**config.mk**
```make
export PLATFORM = sky130hd
export DESIGN_NAME = reg_wb_ctrl
export DESIGN_NICKNAME = d
export VERILOG_FILES = /design/src/rtl/reg_wb_ctrl.sv
export SDC_FILE = /design/constraint.sdc
export NUM_CORES = 1
export LEC_CHECK = 0
export ABC_CLOCK_PERIOD_IN_PS = 4300
export CORE_MARGIN = 2
export CORE_UTILIZATION = 40
export CTS_CLUSTER_SIZE = 24
export DETAILED_ROUTE_END_ITERATION = 7
export PLACE_DENSITY = 0.62
export SYNTH_ARGS = -nofsm -noshare
export SYNTH_HDL_FRONTEND = slang
export SYNTH_SLANG_ARGS = --single-unit
```
**constraint.sdc**
```tcl
create_clock -name clk_i -period 4.3 [get_ports clk_i]
set_input_delay 1.29 -clock clk_i [delete_from_list [all_inputs] [get_ports clk_i]]
set_output_delay 1.29 -clock clk_i [all_outputs]
set_load 0.01 [all_outputs]
```
**src/rtl/reg_wb_ctrl.sv**
```systemverilog
// Register-file write-back controller: ALU path has priority, LSU results queue in an in-order FIFO.
// Optional macro WB_BYPASS_EN lets an LSU write skip the empty FIFO when the port is free.
module reg_wb_ctrl #(
  parameter int REG_SIZE   = 32,
  parameter int NO_OF_REGS = 32,
  parameter int REGW       = $clog2(NO_OF_REGS),
  parameter int DEPTH      = 4
) (
  input  logic                      clk_i,
  input  logic                      rst_ni,
  input  logic                      alu_valid_i,
  input  logic [REGW-1:0]           alu_rd_i,
  input  logic [REG_SIZE-1:0]       alu_data_i,
  input  logic                      lsu_valid_i,
  output logic                      lsu_ready_o,
  input  logic [REGW-1:0]           lsu_rd_i,
  input  logic [REG_SIZE-1:0]       lsu_data_i,
  input  logic                      issue_i,
  input  logic [REGW-1:0]           issue_rd_i,
  output logic                      we_o,
  output logic [REGW-1:0]           waddr_o,
  output logic [REG_SIZE-1:0]       wdata_o,
  output logic [NO_OF_REGS-1:0]     busy_o,
  output logic [$clog2(DEPTH):0]    fifo_cnt_o
);

  localparam int PTRW = $clog2(DEPTH);
  localparam int CNTW = PTRW + 1;

  logic [REGW-1:0]       rd_mem   [DEPTH];
  logic [REG_SIZE-1:0]   data_mem [DEPTH];
  logic [PTRW-1:0]       wr_ptr_q;
  logic [PTRW-1:0]       rd_ptr_q;
  logic [CNTW-1:0]       cnt_q;
  logic [NO_OF_REGS-1:0] busy_q;
  logic [NO_OF_REGS-1:0] busy_next;
  logic [NO_OF_REGS-1:0] set_mask;
  logic [NO_OF_REGS-1:0] clr_mask;

  logic alu_win;
  logic lsu_live;
  logic fifo_empty;
  logic push;
  logic pop;
  logic bypass;

  assign lsu_ready_o = rst_ni && (cnt_q < CNTW'(DEPTH));
  assign alu_win     = alu_valid_i && (alu_rd_i != '0);
  assign lsu_live    = lsu_valid_i && lsu_ready_o && (lsu_rd_i != '0);
  assign fifo_empty  = (cnt_q == '0);
  assign pop         = !alu_win && !fifo_empty;

`ifdef WB_BYPASS_EN
  assign bypass = !alu_win && fifo_empty && lsu_live;
`else
  assign bypass = 1'b0;
`endif

  assign push = lsu_live && !bypass;

  // Scoreboard: a new issue on the same edge as the retiring write keeps the bit set.
  always_comb begin
    set_mask = '0;
    clr_mask = '0;
    if (pop) begin
      clr_mask[rd_mem[rd_ptr_q]] = 1'b1;
    end else if (bypass) begin
      clr_mask[lsu_rd_i] = 1'b1;
    end
    if (issue_i && (issue_rd_i != '0)) begin
      set_mask[issue_rd_i] = 1'b1;
    end
  end

  assign busy_next = (busy_q & ~clr_mask) | set_mask;

  always_ff @(posedge clk_i or negedge rst_ni) begin
    if (!rst_ni) begin
      busy_q <= '0;
    end else begin
      busy_q <= {busy_next[NO_OF_REGS-1:1], 1'b0};
    end
  end

  // FIFO control; pointers wrap naturally since DEPTH is a power of two.
  always_ff @(posedge clk_i or negedge rst_ni) begin
    if (!rst_ni) begin
      wr_ptr_q <= '0;
      rd_ptr_q <= '0;
      cnt_q    <= '0;
    end else begin
      if (push) wr_ptr_q <= wr_ptr_q + 1'b1;
      if (pop)  rd_ptr_q <= rd_ptr_q + 1'b1;
      case ({push, pop})
        2'b10:   cnt_q <= cnt_q + 1'b1;
        2'b01:   cnt_q <= cnt_q - 1'b1;
        default: cnt_q <= cnt_q;
      endcase
    end
  end

  always_ff @(posedge clk_i) begin
    if (push) begin
      rd_mem[wr_ptr_q]   <= lsu_rd_i;
      data_mem[wr_ptr_q] <= lsu_data_i;
    end
  end

  // Output stage: ALU first, then FIFO head, then (optionally) bypassed LSU request.
  always_ff @(posedge clk_i or negedge rst_ni) begin
    if (!rst_ni) begin
      we_o    <= 1'b0;
      waddr_o <= '0;
      wdata_o <= '0;
    end else if (alu_win) begin
      we_o    <= 1'b1;
      waddr_o <= alu_rd_i;
      wdata_o <= alu_data_i;
    end else if (pop) begin
      we_o    <= 1'b1;
      waddr_o <= rd_mem[rd_ptr_q];
      wdata_o <= data_mem[rd_ptr_q];
    end else if (bypass) begin
      we_o    <= 1'b1;
      waddr_o <= lsu_rd_i;
      wdata_o <= lsu_data_i;
    end else begin
      we_o    <= 1'b0;
    end
  end

  assign busy_o     = busy_q;
  assign fifo_cnt_o = cnt_q;

endmodule

```
; ---- After elaboration in Yosys (flattened, before gate mapping)
; Memories as Yosys holds them, arrays and structs flattened.
; Index checks and enable logic that the tools add are counted.
[classes]
eq_ne = 2
n_reduce_logical = 16
n_mux = 15
magnitude_cmp = 5
n_addsub = 4
n_shift = 0
mul = 0
n_bitwise = 3
div = 0
[op_table]
columns = op, n
row1 = 32-bit two-way mux, 4
row2 = 32-bit AND, 1
row3 = 32-bit inverter, 1
row4 = 32-bit bitwise OR, 1
row5 = 5-bit nonzero test, 3
row6 = 5-bit by 6-bit less-than comparator with 1-bit output (second input constant), 2
row7 = 1-bit demux with 5-bit select, 2
row8 = 5-bit by 1-bit >= comparator with 1-bit output (second input constant), 2
row9 = 5-bit two-way mux, 2
row10 = 1-bit logical AND, 8
row11 = 1-bit two-way mux, 6
row12 = 3-bit one-hot mux with 2 select lines, 1
row13 = 2-bit by 1-bit adder with 2-bit output (second input constant), 2
row14 = 2-bit nonzero test, 2
row15 = 3-bit by 1-bit adder with 3-bit output (second input constant), 1
row16 = 3-bit logical NOT, 1
row17 = 3-bit less-than comparator (second input constant), 1
row18 = 3-bit by 1-bit subtractor with 3-bit output (second input constant), 1
row19 = 2-bit by 1-bit == test with 1-bit output (second input constant), 1
row20 = 2-bit == test (second input constant), 1
row21 = 1-bit logical NOT, 2
[word_totals]
elab_cells = 54
regBits = 76
output_inout_bits = 74
input_bits = 84
ramBits = 148
memories = 2
latchBits = 0
romBits = 0
[memory_table]
columns = name, words, width, read_ports, rd_clocked_by_memory_dff, write_ports, line_no
row1 = data_mem, 4, 32, 1, 0, 1, 31  ; logic [REG_SIZE-1:0] data_mem [DEPTH];
row2 = rd_mem, 4, 5, 1, 0, 1, 30  ; logic [REGW-1:0] rd_mem [DEPTH];

; ---- Longest topological paths before layout
; Gate-level depths: netlist of the first run.
; An unclocked memory read counts as a cell.
[logic_depth]
depth_word = 9
ltp_mapped = 10
depth_no_buf = 10

; ---- Worst setup path before layout of the first run
; Ideal clock, no wire load.
[synth_timing]
kind = input-to-reg
start = input rst_ni
end = memory data_mem[0][0], enable pin
n_path_buf = 0
setup_ns = 0.398
slack_ns = 0.998
cell_stages = 4
t_arrival_ns = 2.904
t_required_ns = 3.902
path_cell_list = nor2b_1 -> nand2_1 -> a21oi_1 -> and2_1
[synth_between]
elab_chain_len = 5
[synth_lines]
columns = item, line_no
row1 = start: declaration, 10  ; input logic rst_ni,
row2 = 1-bit logical AND, 47  ; assign lsu_ready_o = rst_ni && (cnt_q < CNTW'(DEPTH));
row3 = 1-bit logical AND (2 in a row), 49  ; assign lsu_live = lsu_valid_i && lsu_ready_o && (lsu_rd_i != '0);
row4 = 1-bit two-way mux, 103  ; if (push) begin
row5 = 1-bit two-way mux (implied by the code), 105  ; data_mem[wr_ptr_q] <= lsu_data_i;
row6 = end: declaration, 31
; No other way between the ends.

; ---- Worst setup path in the final report of the first run
[layout_timing]
start = input rst_ni
end = output lsu_ready_o
[layout_between]
elab_chain_len = 1
[layout_lines]
columns = item, line_no
row1 = 1-bit logical AND, 47
row2 = end: declaration, 15  ; output logic lsu_ready_o,
; No other way between the ends.

==> results of run 1 <==
registers in the layout, indices dropped and copies added, names as in the netlist:
name,cells
wr_ptr_q,2
rd_mem,20
rd_ptr_q,2
fifo_cnt_o,3
busy_o,31
we_o,1
waddr_o,5
data_mem,128
wdata_o,32
through the flow:
step | utilization, % | total power, W | setup slack [ns] | cells
5_1_grt | 52.40 | 0.007853 | 0.8413 | 1026
4_1_cts | 52.40 | 0.007564 | 0.8775 | 1026
2_1_floorplan | - | 0.004431 | 0.9984 | 562
6_report | 52.41 | 0.007463 | 0.8998 | 1027
3_3_place_gp | 48.90 | 0.005448 | 0.7099 | 982
3_5_place_dp | 48.90 | 0.005514 | 0.6198 | 982
worst max-delay path: stages:
cell	delay [ns]
buf_4	0.09
nor2b_1	0.16
clkdlybuf4s50_1	0.56
synthesized netlist by cell type (2+ instances only):
library cell	instances	area (µm²)
nand2b_1	3	18.77
buf_4	2	15.01
nor3_1	4	20.02
a41oi_1	12	105.1
mux2i_1	36	360.4
nand2_1	21	78.83
a21oi_1	82	410.4
mux4_2	36	810.8
a41oi_2	4	65.06
and2_1	6	37.54
clkbuf_1	16	60.06
xor2_1	2	17.52
nor2b_1	5	31.28
a31oi_1	15	93.84
nor3b_4	2	37.54
dfrtp_1	76	1902
xnor2_1	4	35.03
edfxtp_1	148	4444
buf_6	2	22.52
inv_1	7	26.28
a22o_1	2	17.52
mux2_2	3	33.78
buf_2	13	65.06
nor2_1	45	168.9
ha_1	5	62.56
layout make-up:
class	instances	area (µm²)
repair buffers	169	1694
well taps	285	356.6
multi-input cells	297	2544
clock inverters	16	148.9
clock buffers	28	636.9
fillers	1830	10680
flip-flops and latches	224	6349
inverters	7	26.28
diodes	1	2.502
cells by family after synthesis:
family                   after synthesis
multiplexers                          76
AO/OA/AOI/OAI                        118
AND/OR/NAND/NOR                       90
adder cells (fa/ha/maj)                6
XOR/XNOR                               6
buffers and inverters                 41
flip-flops                           224
other                                  1
final timing paths:
check                                          start                        end  slack [ns]
hold reg to reg            fifo_cnt_o[0]$_DFFE_PN0P_  fifo_cnt_o[0]$_DFFE_PN0P_        0.55
min in group asynchronous                     rst_ni        busy_o[1]$_DFF_PN0_        0.75
max in group asynchronous                     rst_ni    rd_ptr_q[0]$_DFFE_PN0P_        2.38
setup reg to reg             rd_ptr_q[0]$_DFFE_PN0P_       busy_o[14]$_DFF_PN0_        1.53
setup / recovery                              rst_ni                lsu_ready_o        0.90
hold / removal             fifo_cnt_o[0]$_DFFE_PN0P_  fifo_cnt_o[0]$_DFFE_PN0P_        0.55
metal layers:
layer,share of wire (%),wire length (µm),track usage (%)
met3,6.6,1325,3.446
met4,1.6,317,3.571
met5,0.065,13,0
met2,51,10170,29.42
met1,41,8261,21.43
power groups by stage:
| stage | clock network (W) | registers [W] | logic, W |
|---|---|---|---|
| floorplan | 0 | 0.00308 | 0.00135 |
| global placement | 0 | 0.00302 | 0.00243 |
| detailed placement | 0 | 0.00304 | 0.00247 |
| CTS | 0.00207 | 0.00300 | 0.00249 |
| global route | 0.00216 | 0.00305 | 0.00264 |
| finish | 0.00202 | 0.00300 | 0.00244 |
==> results.rst, run 1 <==
.. list-table::
   :header-rows: 1

   * - Metric
     - Value
   * - Leading cell type in the layout, fill and taps excluded
     - clkdlybuf4s50_1
   * - Synth Area in XOR/XNOR
     - 0.5792%
   * - Unrepaired setup endpoints after global routing
     - false
   * - Die height
     - 154.6 µm
   * - Max Fclk
     - 294.1 MHz
   * - Final Max Slew Viols
     - 0
   * - Mapped Avg Cell Area
     - 16.14 µm²
   * - Clock skew
     - 0.01066 ns
   * - Routed len/inst
     - 19.56 µm
   * - Final weighted congestion in routability-driven placement
     - 0.7948
   * - Number of remaining DRC errors
     - 0
   * - Overflow after GRT
     - 0
   * - Mux share of post-synthesis cell area
     - 13.57%
   * - Worst hold-check path type
     - flop to flop
   * - Endpoint kind of the worst setup timing path
     - output pin
   * - Total number of clock tree sinks
     - 224
   * - Total count of hold-check failures in the final report
     - 0
   * - Source-to-sink clock delay at the later pin of the worst-skew pair
     - 0.50 ns
   * - Fraction of power consumed by sequential logic
     - 40.2%
   * - Post-Synthesis Net Count
     - 652
   * - Hold-fix buffer count after cts
     - 0
   * - Synth warnings
     - 0
   * - Mapped cell area
     - 0.009072 mm²
   * - Number of cells on the worst reg-to-reg path
     - 4
   * - VDD IR max
     - 0.0003150 V
   * - Sequential fraction of the synthesis area
     - 69.95%
   * - Crit share post-route
     - 79.07%
   * - Slew margin rel.
     - 25.27%
   * - Data required time at the worst endpoint
     - 3.01 ns
   * - Initial antenna violation count
     - 1
   * - First-pass GRT wire length
     - 31.21 mm
   * - Clk pwr share
     - 27.1%
   * - PostCTS Resize Cnt
     - 0
   * - TritonCTS clock tree
     - built
   * - Internal power consumption
     - 0.005241 W
   * - Root Driver
     - clkbuf_16
   * - Layout overhead on the synthesized area
     - 29.60%
   * - Fraction of the mapped netlist area in compound gates
     - 7.999%
   * - Number of buffers on the longest clock path
     - 3
   * - Number of instances in the synthesized netlist
     - 562
   * - Number of nets at the end of the flow
     - 813
   * - Ys async rst share
     - 33.93%
   * - Pin count of the biggest net entering global routing
     - 63
   * - Number of design-rule violations left by the first detailed-router iteration
     - 299
   * - Final-layout setup total negative slack
     - 0 ns
   * - Arithmetic-cell share of the synthesized area counting full adders, half adders and majority gates
     - 0.9102%
   * - Unique masters post-synth
     - 36
   * - Std-Cell Rows
     - 55
   * - Min Tclk post-route
     - 3.400 ns
   * - Final standard cell area without fillers
     - 0.01176 mm²
   * - Routed Antenna Nets
     - 0
   * - Number of buffers inserted during clock tree synthesis
     - 24
   * - Worst-path fanout max
     - 2
   * - Iteration count of the initial detailed-routing pass
     - 5
   * - Critical path start-end classification
     - input port to output pin
   * - Most frequently used flop master after synthesis
     - edfxtp_1
   * - EDFF count, synth
     - 148
   * - Number of storage elements in the synthesis netlist
     - 224
   * - DP Wirelength
     - 13.66 mm
   * - Via count of the first global-routing pass
     - 5640
   * - I/O Pins
     - 158
   * - Die area
     - 0.02390 mm²
   * - Max-capacitance violation count
     - 0
   * - Post-Synth Simple-Gate Area
     - 4.827%
   * - H-tree lvl count
     - 1
   * - CP Launch Type
     - input port
   * - Setup repair bufs after CTS
     - 0
   * - Switching Share
     - 29.77%
   * - Most frequent cells in the layout
     - clkdlybuf4s50_1, edfxtp_1, a21oi_1, dfrtp_1, nor2_1
   * - Wire length after detailed routing
     - 20.09 mm
   * - Largest family of logic cells by synthesized area
     - multiplexers
   * - Setup violators final
     - 0
   * - Proportion of power drawn by combinational gates
     - 32.8%
   * - Via-to-Cell Ratio
     - 5.310
   * - Arrival time worst endpoint
     - 2.11 ns
   * - Total of buffers placed on input and output ports
     - 156
   * - Worst hold path stage count
     - 1
   * - Placement-stage cell area
     - 0.01097 mm²
   * - Post-Route Hold Slack
     - 0.5507 ns
   * - Die Span X
     - 154.6 µm
   * - Slew at the pin closest to its max-slew limit
     - 1.119 ns
   * - Switching power
     - 0.002222 W
   * - Outcome
     - finished clean
   * - Total GRT Usage
     - 16.68%
   * - Leakage power total
     - 4.095 nW
   * - Initial Util
     - 40.44%
   * - Core Footprint
     - 0.02243 mm²
   * - Pwr per Cell Area
     - 634.7 mW/mm²
   * - Clock slew at the register clock pins of the worst setup and hold paths
     - 0.06 ns
   * - Routed via count
     - 5453
   * - Share of final-layout standard cells stronger than drive strength 1
     - 14.04%
Note: power is estimated with default switching activity, not from simulation.
==> run 2, diff against run 1 <==
Settings changed: ABC_CLOCK_PERIOD_IN_PS 4300 to 3000, PLACE_DENSITY 0.62 to 0.65.
Clock period 4.3 ns to 3 ns, I/O delays scaled along.
==> run 2 against run 1 <==
Clock skew is 0.0026 ns lower; highest routed layer is now met4; worst setup slack worse by 0.54 ns; register-to-register slack worse by 0.74 ns; flip-flop and latch count stayed put; non-clock buffer count is 18 higher; die area stayed put; largest cell class unchanged.
==> results.rst, run 2 (synthesis results as in run 1) <==
.. list-table::
   :header-rows: 1

   * - Metric
     - Value
   * - Most frequent cells in the layout
     - clkdlybuf4s50_1, edfxtp_1, a21oi_1, dfrtp_1, nor2_1
   * - Number of buffers on the longest clock path
     - 3
   * - VDD IR max
     - 0.0004506 V
   * - Clock slew at the register clock pins of the worst setup and hold paths
     - 0.06 ns
   * - Layout overhead on the synthesized area
     - 31.13%
   * - Hold-fix buffer count after cts
     - 0
   * - Worst hold-check path type
     - input port to async pin
   * - Crit share post-route
     - 88.03%
   * - Min Tclk post-route
     - 2.641 ns
   * - Pwr per Cell Area
     - 894.9 mW/mm²
   * - Number of buffers inserted during clock tree synthesis
     - 24
   * - Via-to-Cell Ratio
     - 5.239
   * - Number of nets at the end of the flow
     - 831
   * - Setup violators final
     - 0
   * - DP Wirelength
     - 13.52 mm
   * - Max-capacitance violation count
     - 0
   * - Final total power
     - 0.01065 W
   * - Post-Route Utilization
     - 53.03%
   * - Number of design-rule violations left by the first detailed-router iteration
     - 292
   * - Number of remaining DRC errors
     - 0
   * - Max Fclk
     - 378.7 MHz
   * - I/O Pins
     - 158
   * - Leakage power total
     - 4.175 nW
   * - Outcome
     - finished clean
   * - Final weighted congestion in routability-driven placement
     - 0.8461
   * - Slew at the pin closest to its max-slew limit
     - 0.6994 ns
   * - Final-layout setup total negative slack
     - 0 ns
   * - Routed Antenna Nets
     - 0
   * - Wire length after detailed routing
     - 20.26 mm
   * - Iteration count of the initial detailed-routing pass
     - 4
   * - Unrepaired setup endpoints after global routing
     - false
   * - Die area
     - 0.02390 mm²
   * - Overflow after GRT
     - 0
   * - Setup repair bufs after CTS
     - 0
   * - Clock skew
     - 0.008031 ns
   * - Worst-path fanout max
     - 2
   * - Max reg flops
     - 128
   * - Pin count of the biggest net entering global routing
     - 74
   * - Routed len/inst
     - 19.39 µm
   * - Total number of clock tree sinks
     - 224
   * - Via count of the first global-routing pass
     - 5865
   * - Arrival time worst endpoint
     - 1.74 ns
   * - Total count of hold-check failures in the final report
     - 0
   * - Total GRT Usage
     - 17.40%
   * - Final Max Slew Viols
     - 0
   * - Core Footprint
     - 0.02243 mm²
   * - Die height
     - 154.6 µm
   * - Endpoint kind of the worst setup timing path
     - output pin
   * - Leading cell type in the layout, fill and taps excluded
     - clkdlybuf4s50_1
   * - Largest register by flop count
     - data_mem
   * - H-tree lvl count
     - 1
   * - Slew margin rel.
     - 53.38%
   * - Source-to-sink clock delay at the later pin of the worst-skew pair
     - 0.51 ns
   * - Root Driver
     - clkbuf_16
   * - Routed via count
     - 5475
   * - Total of buffers placed on input and output ports
     - 156
   * - Initial antenna violation count
     - 1
   * - Share of final-layout standard cells stronger than drive strength 1
     - 16.07%
   * - Std-Cell Rows
     - 55
   * - Data required time at the worst endpoint
     - 2.10 ns
   * - First-pass GRT wire length
     - 32.51 mm
   * - TritonCTS clock tree
     - built
   * - Critical path start-end classification
     - input port to output pin
   * - PostCTS Resize Cnt
     - 0
   * - CP Launch Type
     - input port
   * - Die Span X
     - 154.6 µm
   * - Initial Util
     - 40.44%
==> run 2: cell count changes in the layout (fill, tap and decap cells not counted), moves of 2 or more <==
cell,previous run,this run
clkinv_1,7,4
clkbuf_8,0,4
clkbuf_1,3,6
bufinv_16,3,1
clkinv_2,5,2
buf_4,11,27
buf_12,3,5
==> run 2: cell type report <==
type                    instances  area, µm²
inverters                       7      26.28
well taps                     285      356.6
flip-flops and latches        224       6349
clock buffers                  34      678.2
clock inverters                10      86.33
repair buffers                187       1854
multi-input cells             297       2544
fillers                      1825      10540
diodes                          1      2.502
==> run 2: report_power, final <==
part / switching [W] / total, W / leakage (nW) / internal, W
Sequential: 0.000394 / 0.00430 / 2.22 / 0.00391
Clock: 0.00114 / 0.00280 / 0.367 / 0.00166
Combinational: 0.00166 / 0.00354 / 1.59 / 0.00188
Total: 0.00319 / 0.0106 / 4.17 / 0.00745
==> run 2: worst paths after layout <==
path | start | to | slack, ns | cells after the start
hold / removal | rst_ni | wdata_o[3]$_DFFE_PN0P_ | 0.49 | 2
min in group clk_i | fifo_cnt_o[0]$_DFFE_PN0P_ | fifo_cnt_o[0]$_DFFE_PN0P_ | 0.55 | 1
setup / recovery | rst_ni | lsu_ready_o | 0.36 | 3
hold reg to reg | fifo_cnt_o[0]$_DFFE_PN0P_ | fifo_cnt_o[0]$_DFFE_PN0P_ | 0.55 | 1
setup reg to reg | rd_ptr_q[0]$_DFFE_PN0P_ | busy_o[14]$_DFF_PN0_ | 0.79 | 4
max in group asynchronous | rst_ni | wdata_o[14]$_DFFE_PN0P_ | 1.55 | 3
==> run 2: routing by layer <==
metal | track usage (%) | part of all wire (%)
met5 | 0 | 0
met4 | 3.527 | 1.4
met3 | 4.371 | 6.5
met2 | 29.68 | 49
met1 | 22.80 | 43
==> run 2: worst max-delay path: stages <==
cell             delay [ns]
buf_4                  0.11
nor2b_1                0.17
clkdlybuf4s50_1        0.56
==> run 2: per-stage QoR <==
stage / instances / hold slack, ns / setup WS [ns] / area [µm²]
floorplan: 562 / 0.5340 / 0.08838 / 9072
global placement: 1000 / 0.5352 / 0.04193 / 11130
detailed placement: 1000 / 0.5471 / -0.01738 / 11130
CTS: 1044 / 0.5072 / 0.3349 / 11890
global route: 1044 / 0.5200 / 0.3008 / 11890
finish: 1045 / 0.4897 / 0.3592 / 11900
